===== config.mk =====
export PLATFORM = sky130hd
export DESIGN_NAME = pwm_bank
export DESIGN_NICKNAME = d
export VERILOG_FILES = /design/src/rtl/pwm_bank_pkg.sv /design/src/rtl/pwm_bank_channel.sv /design/src/rtl/pwm_bank.sv
export SDC_FILE = /design/constraint.sdc
export NUM_CORES = 1
export LEC_CHECK = 0
export CORE_MARGIN = 2
export CORE_UTILIZATION = 50
export DETAILED_ROUTE_END_ITERATION = 8
export MAX_ROUTING_LAYER = met4
export PLACE_DENSITY = 0.78
export SLEW_MARGIN = 10
export SYNTH_ARGS = -nofsm -noshare
export SYNTH_HDL_FRONTEND = slang
export SYNTH_HIERARCHICAL = 1
export SYNTH_SLANG_ARGS = --single-unit

===== constraint.sdc =====
create_clock -name clk -period 4.3 [get_ports clk]
set_clock_uncertainty 0.05 [all_clocks]
set_input_delay 0.86 -clock clk [delete_from_list [all_inputs] [get_ports clk]]
set_output_delay 0.86 -clock clk [all_outputs]
set_load 0.01 [all_outputs]

===== src/rtl/pwm_bank_pkg.sv =====
// Shared constants for the PWM bank: mode encoding and default sizing.
package pwm_bank_pkg;

    // center_mode input encoding
    localparam logic MODE_EDGE   = 1'b0;
    localparam logic MODE_CENTER = 1'b1;

    localparam int unsigned DEFAULT_WIDTH          = 16;
    localparam int unsigned DEFAULT_CHANNELS       = 4;
    localparam int unsigned DEFAULT_PRESCALE_WIDTH = 8;

endpackage


===== src/rtl/pwm_bank_channel.sv =====
// One PWM channel: shadowed compare value, level compare and output polarity.
module pwm_bank_channel
    import pwm_bank_pkg::*;
#(
    parameter int unsigned WIDTH = DEFAULT_WIDTH
) (
    input  logic             clk,
    input  logic             rst,
    input  logic             counter_enable,
    input  logic             reload,
    input  logic             channel_enable,
    input  logic             invert,
    input  logic [WIDTH-1:0] compare,
    input  logic [WIDTH-1:0] counter,
    output logic             pwm_out
);

    logic [WIDTH-1:0] cmp_q;
    logic             pwm_q;
    logic             raw;
    logic             load;

    // Shadow follows the input while the channel or counter is idle so a
    // freshly enabled channel starts with the current compare value.
    assign load = reload | ~counter_enable | ~channel_enable;
    assign raw  = channel_enable & counter_enable & (counter >= cmp_q);

    // Shadow register and registered, polarity-adjusted output
    always_ff @(posedge clk) begin
        if (rst) begin
            cmp_q <= '0;
            pwm_q <= 1'b0;
        end else begin
            if (load) begin
                cmp_q <= compare;
            end
            pwm_q <= raw ^ invert;
        end
    end

    assign pwm_out = pwm_q;

endmodule


===== src/rtl/pwm_bank.sv =====
// Multi-channel PWM generator with a shared prescaled edge/center counter.
module pwm_bank
    import pwm_bank_pkg::*;
#(
    parameter int unsigned WIDTH          = DEFAULT_WIDTH,
    parameter int unsigned CHANNELS       = DEFAULT_CHANNELS,
    parameter int unsigned PRESCALE_WIDTH = DEFAULT_PRESCALE_WIDTH
) (
    input  logic                      clk,
    input  logic                      rst,
    input  logic                      counter_enable,
    input  logic                      center_mode,
    input  logic [PRESCALE_WIDTH-1:0] prescale,
    input  logic [WIDTH-1:0]          top,
    input  logic [CHANNELS*WIDTH-1:0] compare,
    input  logic [CHANNELS-1:0]       channel_enable,
    input  logic [CHANNELS-1:0]       invert,
    output logic [WIDTH-1:0]          counter_value,
    output logic                      period_start,
    output logic [CHANNELS-1:0]       pwm_out
);

    logic [WIDTH-1:0]          count_q, count_d;
    logic [PRESCALE_WIDTH-1:0] presc_q, presc_d;
    logic                      dir_down_q, dir_down_d;
    logic [WIDTH-1:0]          top_q;
    logic                      enable_q;
    logic                      period_start_q;
    logic                      start;
    logic                      tick;
    logic                      reload;

    // First enabled clock opens a period at 0 instead of advancing the counter.
    assign start = counter_enable & ~enable_q;
    // >= so a prescale lowered below the running prescaler ticks at once.
    assign tick  = counter_enable & enable_q & (presc_q >= prescale);

    // Next-state prescaler, counter and direction
    always_comb begin
        count_d    = count_q;
        presc_d    = presc_q;
        dir_down_d = dir_down_q;
        if (!counter_enable || start) begin
            count_d    = '0;
            presc_d    = '0;
            dir_down_d = 1'b0;
        end else begin
            presc_d = tick ? '0 : presc_q + PRESCALE_WIDTH'(1);
            case (center_mode)
                MODE_EDGE: begin
                    dir_down_d = 1'b0;
                    if (tick) begin
                        count_d = (count_q >= top_q) ? '0 : count_q + WIDTH'(1);
                    end
                end
                MODE_CENTER: begin
                    if (tick) begin
                        if (top_q == '0) begin
                            count_d    = '0;
                            dir_down_d = 1'b0;
                        end else if (!dir_down_q && (count_q >= top_q)) begin
                            count_d    = top_q - WIDTH'(1);
                            dir_down_d = 1'b1;
                        end else if (!dir_down_q) begin
                            count_d = count_q + WIDTH'(1);
                        end else if (count_q == '0) begin
                            count_d    = WIDTH'(1);
                            dir_down_d = 1'b0;
                        end else begin
                            count_d = count_q - WIDTH'(1);
                        end
                    end
                end
                default: ;
            endcase
        end
    end

    // Period boundary: the tick that lands the counter on 0, or a fresh start.
    assign reload = start | (tick & (count_d == '0));

    // Counter, prescaler, direction, top shadow and period pulse
    always_ff @(posedge clk) begin
        if (rst) begin
            count_q        <= '0;
            presc_q        <= '0;
            dir_down_q     <= 1'b0;
            top_q          <= '0;
            enable_q       <= 1'b0;
            period_start_q <= 1'b0;
        end else begin
            count_q        <= count_d;
            presc_q        <= presc_d;
            dir_down_q     <= dir_down_d;
            enable_q       <= counter_enable;
            period_start_q <= reload;
            if (reload || !counter_enable) begin
                top_q <= top;
            end
        end
    end

    for (genvar i = 0; i < CHANNELS; i++) begin : g_chan
        pwm_bank_channel #(
            .WIDTH(WIDTH)
        ) u_chan (
            .clk           (clk),
            .rst           (rst),
            .counter_enable(counter_enable),
            .reload        (reload),
            .channel_enable(channel_enable[i]),
            .invert        (invert[i]),
            .compare       (compare[i*WIDTH +: WIDTH]),
            .counter       (count_q),
            .pwm_out       (pwm_out[i])
        );
    end

    assign counter_value = count_q;
    assign period_start  = period_start_q;

endmodule

Yosys cells after proc, flatten, opt, wreduce, memory -nomap -nowiden
Index checks and enable logic that the tools add are counted.

cells by class
  bitwise operators = 29
  multiplexer cells = 15
  order comparisons = 6
  equal/unequal tests = 1
  reductions and logical operators = 10
  add/subtract/negate cells = 4

operator list
  cell                                                   number
  2-to-1 mux 16 bit                                      8
  >= comparator 16 bit                                   5
  zero test 16 bit                                       3
  one-hot mux 16 bit (2 select lines)                    1
  subtractor 16 x 1 -> 16 bit, second input constant     2
  adder 16 x 1 -> 16 bit, second input constant          1
  bitwise AND 1 bit                                      12
  adder 8 x 1 -> 8 bit, second input constant            1
  >= comparator 8 bit                                    1
  inverter 1 bit                                         7
  OR 1 bit                                               6
  2-to-1 mux 1 bit                                       5
  XOR 1 bit                                              4
  OR reduction 3 bit                                     1
  zero test 1 bit                                        2
  logical OR 1 bit                                       2
  inequality test 2 x 1 -> 1 bit, second input constant  1
  one-hot mux 1 bit (2 select lines)                     1
  OR reduction 2 bit                                     1
  logical AND 1 bit                                      1

word-level totals
  input port bits = 100
  word-level logic and storage cells = 79
  register bits after elaboration = 111
  output and inout bits = 21

Longest topological paths before layout
  depth after elaboration = 13
  mapped depth = 20
  mapped depth without buffers = 15

Cells and area by module
Netlist, hierarchy kept.

by module, submodules not included
  module            area an instance (µm²)  instances  seq. area each (µm²)  cells each
  pwm_bank          4052.6                  1          860.8                 538
  pwm_bank_channel  994.7                   4          340.3                 132

Worst setup path after synthesis
Ideal clock, no wire load.

  kind = flip-flop to flip-flop
  from = reg count_q[0], in the netlist counter_value[0]
  to = reg g_chan[0].u_chan.cmp_q[10]
  cell stages (with the launch flop) = 20
  library setup time = 132 ps
  path buffers = 4
  data arrival time = 4007 ps
  required time = 4118 ps
  clock period less this slack = 4189 ps
  slack = 111 ps
  cell sequence = dfxtp_1 -> clkbuf_1 -> inv_1 -> ha_1 -> nand2b_1 -> a2111oi_0 -> or4_1 -> buf_2 -> nand4_1 -> or4_1 -> a31o_2 -> o211ai_1 -> nor4_4 -> nand2_1 -> nand2_1 -> or2_2 -> clkbuf_1 -> buf_2 -> nand2_1 -> a21oi_1

on the way
  cells in the longest elaborated chain, start to end = 13
  elaborated cells between the ends (all ways) = 19
  classes of those cells = 2 x add/sub; 1 x order compare; 9 x mux; 4 x bitwise; 3 x reduce/logical

RTL lines
  item                                                                    line                            text
  start, declared                                                         pwm_bank.sv:23                  logic [WIDTH-1:0] count_q, count_d;
  start signal, assigned                                                  pwm_bank.sv:92                  count_q <= count_d;
  subtractor 16 x 1 -> 16 bit / zero test 16 bit (equally long branches)  pwm_bank.sv:70, pwm_bank.sv:66
  2-to-1 mux 16 bit                                                       pwm_bank.sv:66                  end else if (count_q == '0) begin
  2-to-1 mux 16 bit                                                       pwm_bank.sv:64                  end else if (!dir_down_q) begin
  2-to-1 mux 16 bit                                                       pwm_bank.sv:61                  end else if (!dir_down_q && (count_q >= top_q)) begin
  2-to-1 mux 16 bit                                                       pwm_bank.sv:58                  if (top_q == '0) begin
  2-to-1 mux 16 bit                                                       pwm_bank.sv:57                  if (tick) begin
  one-hot mux 16 bit (2 select lines) *                                   pwm_bank.sv:49                  case (center_mode)
  2-to-1 mux 16 bit *                                                     pwm_bank.sv:43                  if (!counter_enable || start) begin
  zero test 16 bit *                                                      pwm_bank.sv:80                  assign reload = start | (tick & (count_d == '0));
  bitwise AND 1 bit *                                                     pwm_bank.sv:80
  OR 1 bit *                                                              pwm_bank.sv:80
  via reload                                                              pwm_bank.sv:31                  logic reload;
  OR 1 bit * (2 in series)                                                pwm_bank_channel.sv:25          assign load = reload | ~counter_enable | ~channel_enable;
  end signal, assigned                                                    pwm_bank_channel.sv:35          cmp_q <= compare;
  end, declared                                                           pwm_bank_channel.sv:18          logic [WIDTH-1:0] cmp_q;

The timed path passes the listed nets; every way through them passes the cells marked *.
A chain may end at the register's enable or synchronous reset.

Worst setup path in the final report
  from = reg top_q[12]
  to = reg g_chan[0].u_chan.cmp_q[2]

on the way
  cells in the longest elaborated chain, start to end = 12
  elaborated cells between the ends (all ways) = 16
  classes of those cells = 1 x add/sub; 1 x order compare; 7 x mux; 4 x bitwise; 3 x reduce/logical

RTL lines
  item                                   line                            text
  start, declared                        pwm_bank.sv:26                  logic [WIDTH-1:0] top_q;
  start signal, assigned                 pwm_bank.sv:98                  top_q <= top;
  >= comparator 16 bit                   pwm_bank.sv:53, pwm_bank.sv:61
  logical AND 1 bit                      pwm_bank.sv:61
  2-to-1 mux 16 bit                      pwm_bank.sv:61
  2-to-1 mux 16 bit                      pwm_bank.sv:58
  2-to-1 mux 16 bit                      pwm_bank.sv:57
  one-hot mux 16 bit (2 select lines) *  pwm_bank.sv:49
  2-to-1 mux 16 bit *                    pwm_bank.sv:43
  zero test 16 bit *                     pwm_bank.sv:80
  bitwise AND 1 bit *                    pwm_bank.sv:80
  OR 1 bit *                             pwm_bank.sv:80
  OR 1 bit * (2 in series)               pwm_bank_channel.sv:25

Mark *: on every way between the ends. The rest lies on a longest branch, timed or not.

==> flow_summary.ini <==
[global_route]
grt_overflow = 0
grt_pass1_vias = 7797
grt_use_total = 0.303
grt_max_degree = 94
antenna_found_initial = 0
grt_first_pass_wirelength_microns = 39200

[timing]
slew_headroom = 0.384
period_share = 0.964
setup_tns_ns = 0
clock.fmax_mhz = 241
slew_violations = 0
setup-violations-final = 0
min_period_ns = 4.14
tightest_slew_ns = 0.923
finalHoldViolCount = 0

[setup_path]
worstSetupEndpointType = register
arrival_ns = 4.39
worst-path-max-fanout = 8
critPathKind = reg -> reg
cp-start-kind = register
reg2reg_setup_slack_ns = 0.16
required_ns = 4.54

[synth]
synth.most_common_cell = nand2_1
synth_cells = 1066
synth_edf_count = 0
syn_nets = 1260
yosysSeqAreaShare = 0.277
ys.flop_type = dfxtp_1
yosys-top-cells-count = nand2_1 (196), a21oi_1 (113), dfxtp_1 (111), inv_1 (98), ha_1 (94)
netlist.top_cell.by_area = dfxtp_1
ys_top_cells_by_area = dfxtp_1 (28%), ha_1 (15%), nand2_1 (9.2%)
syn_area_per_cell_sq_um = 7.53
yosysTopAreaCellShare = 0.277
ys_ff_latch = 111
ys_types = 67
syn_area_sq_mm = 0.00803
async_flop_share = 0
yosys_warnings = 6

[floorplanning]
coreArea_sq_mm = 0.0158
die-area_sq_mm = 0.0171
die_h_microns = 131
io_pins = 121
num_rows = 46
die_x_microns = 131
initial_core_util = 0.509

[routing]
vias = 8255
drcViolationCount = 0
wl_per_cell_microns = 17.4
drt_iter0_drc = 799
drt-total-wl_microns = 25400
final_antenna_net_count = 0
dr.pass1.iters = 5
viasPerCell = 5.67

[flow_run]
max-cap-violations = 0

[final_layout]
final_cells = 1455
layout-drive-gt1-share = 0.110
syn_to_final_growth_pct = 29.2
antenna_cells = 0
nNetsFinal = 1428

[pwr]
irDropWorstVdd_mv = 0.188
p_per_area_mw_per_mm2 = 238
p_leak_nw = 4.46

[cts]
clockBufferDepth = 2
htree_levels = 3
insertion_delay_ns = 0.37
clock-root-buffer = clkbuf_16
clkTransAtPathRegs_ns = 0.09
numCtsBuffers = 9
cts_tree = yes
clock-sinks = 111

[placement]
place_congestion = 1.02
hpwl_microns = 18200
placed_cells_incl_taps = 1434
io_buffers = 120

[worst_hold_path]
hp-class = reg -> reg

[run_status]
status = finished, final reports clean
-- sequential cells by signal, indices dropped and copies added (netlist names) --
name,flops
dir_down_q,1
presc_q,8
period_start,1
g_chan.u_chan/cmp_q,64
g_chan.u_chan/pwm_out,4
top_q,16
counter_value,16
enable_q,1
-- per-layer routing --
layer,vias to the layer above,track usage,routed length [microns]
met1,3816,0.396,10900
met4,0,0.0926,707
met3,54,0.0639,2240
met5,-,-,0
li1,4007,-,-
met2,378,0.472,11500
-- path summary, 6_finish.rpt --
| kind | start | depth (start not counted) | end |
|---|---|---|---|
| setup / recovery | top_q[12] | 16 | g_chan[0].u_chan/cmp_q[2] |
| hold / removal | g_chan[1].u_chan/cmp_q[10] | 2 | g_chan[1].u_chan/cmp_q[10] |
| setup reg to reg | top_q[12] | 16 | g_chan[0].u_chan/cmp_q[2] |
| hold reg to reg | g_chan[1].u_chan/cmp_q[10] | 2 | g_chan[1].u_chan/cmp_q[10] |
-- timing repair --
item	in CTS	in global routing
setup buffers	0	1
endpoints found under the setup margin	0	64
hold endpoints to repair	0	0
gates resized for setup	0	12
hold buffers	0	0
-- worst max-delay path: stages, from the launching register on --
cell and delay (ns):
dfxtp_1 0.37, inv_1 0.10, ha_1 0.29, and4_1 0.25, nand4_1 0.13, or4_4 0.57
buf_4 0.18, and3_2 0.28, or3_1 0.37, o21ai_0 0.12, o211ai_1 0.19, nor4_4 0.35
nand2_2 0.14, nand2_2 0.18, or2_2 0.24, nand2_1 0.10, a21oi_1 0.14
-- cell families (layout without fill, tap and decap cells) --
group                      count (synthesis)  in the layout  share of synthesized area
AOI/OAI and AO/OA                        213            213                      0.165
xor gates and xnor gates                  37             37                     0.0403
adders and majority gates                 94             94                      0.146
buffers and inverters                    151            320                     0.0734
DFF                                      111            111                      0.277
muxes                                     23             23                     0.0293
and+or+nand+nor                          437            441                      0.269
-- area by class of cell --
cell class,count,area [sq um]
multi-input combinational,808,5290
clock inverter,7,96.3
sequential,111,2220
timing repair buffer,206,1910
fill,1379,5390
tap,216,270
clock buffer,9,225
inverter,98,368
-- power breakdown --
part | internal [mW] | switching (mW) | leakage (nW)
sequential | 1.08 | 0.0291 | 0.916
combinational | 0.213 | 0.213 | 3.39
clock | 0.476 | 0.463 | 0.155
-- cell usage in the layout, fill, tap and decap left out, types with 4 or more instances in the layout --
cell type and instances:
dfxtp_1 111, or3_1 10, o211ai_1 6, ha_1 94, a21o_1 4, or4_1 4
nor2b_1 8, nand2_1 194, nor4_1 14, or2_4 4, nand3_1 20, xor2_1 11
a211oi_1 4, and2_1 7, nor2_1 69, o21ai_0 24, or2_2 5, a21oi_1 113
a32o_1 4, clkbuf_16 9, xnor2_1 26, nand4_1 20, mux2_1 4, inv_1 98
clkdlybuf4s50_1 119, buf_12 5, nand2b_1 43, nor3_4 4, a32oi_1 4, buf_4 82
a211o_1 5, mux2i_1 19, nor3_1 12, o221ai_1 8, a31oi_1 13
-- stage by stage --
step	total power [mW]	hold slack [ns]	setup WS (ns)	utilization	instance area, sq um
after detailed placement	1.54	0.394	-0.328	0.633	9980
after floorplan	1.35	0.380	0.111	-	8030
after global routing	2.57	0.420	-0.0166	0.658	10400
after CTS	2.46	0.405	0.0125	0.653	10300
after global placement	1.53	0.388	-0.323	0.633	9980
final	2.47	0.403	0.156	0.658	10400
Note: power is estimated with default switching activity, not from simulation.
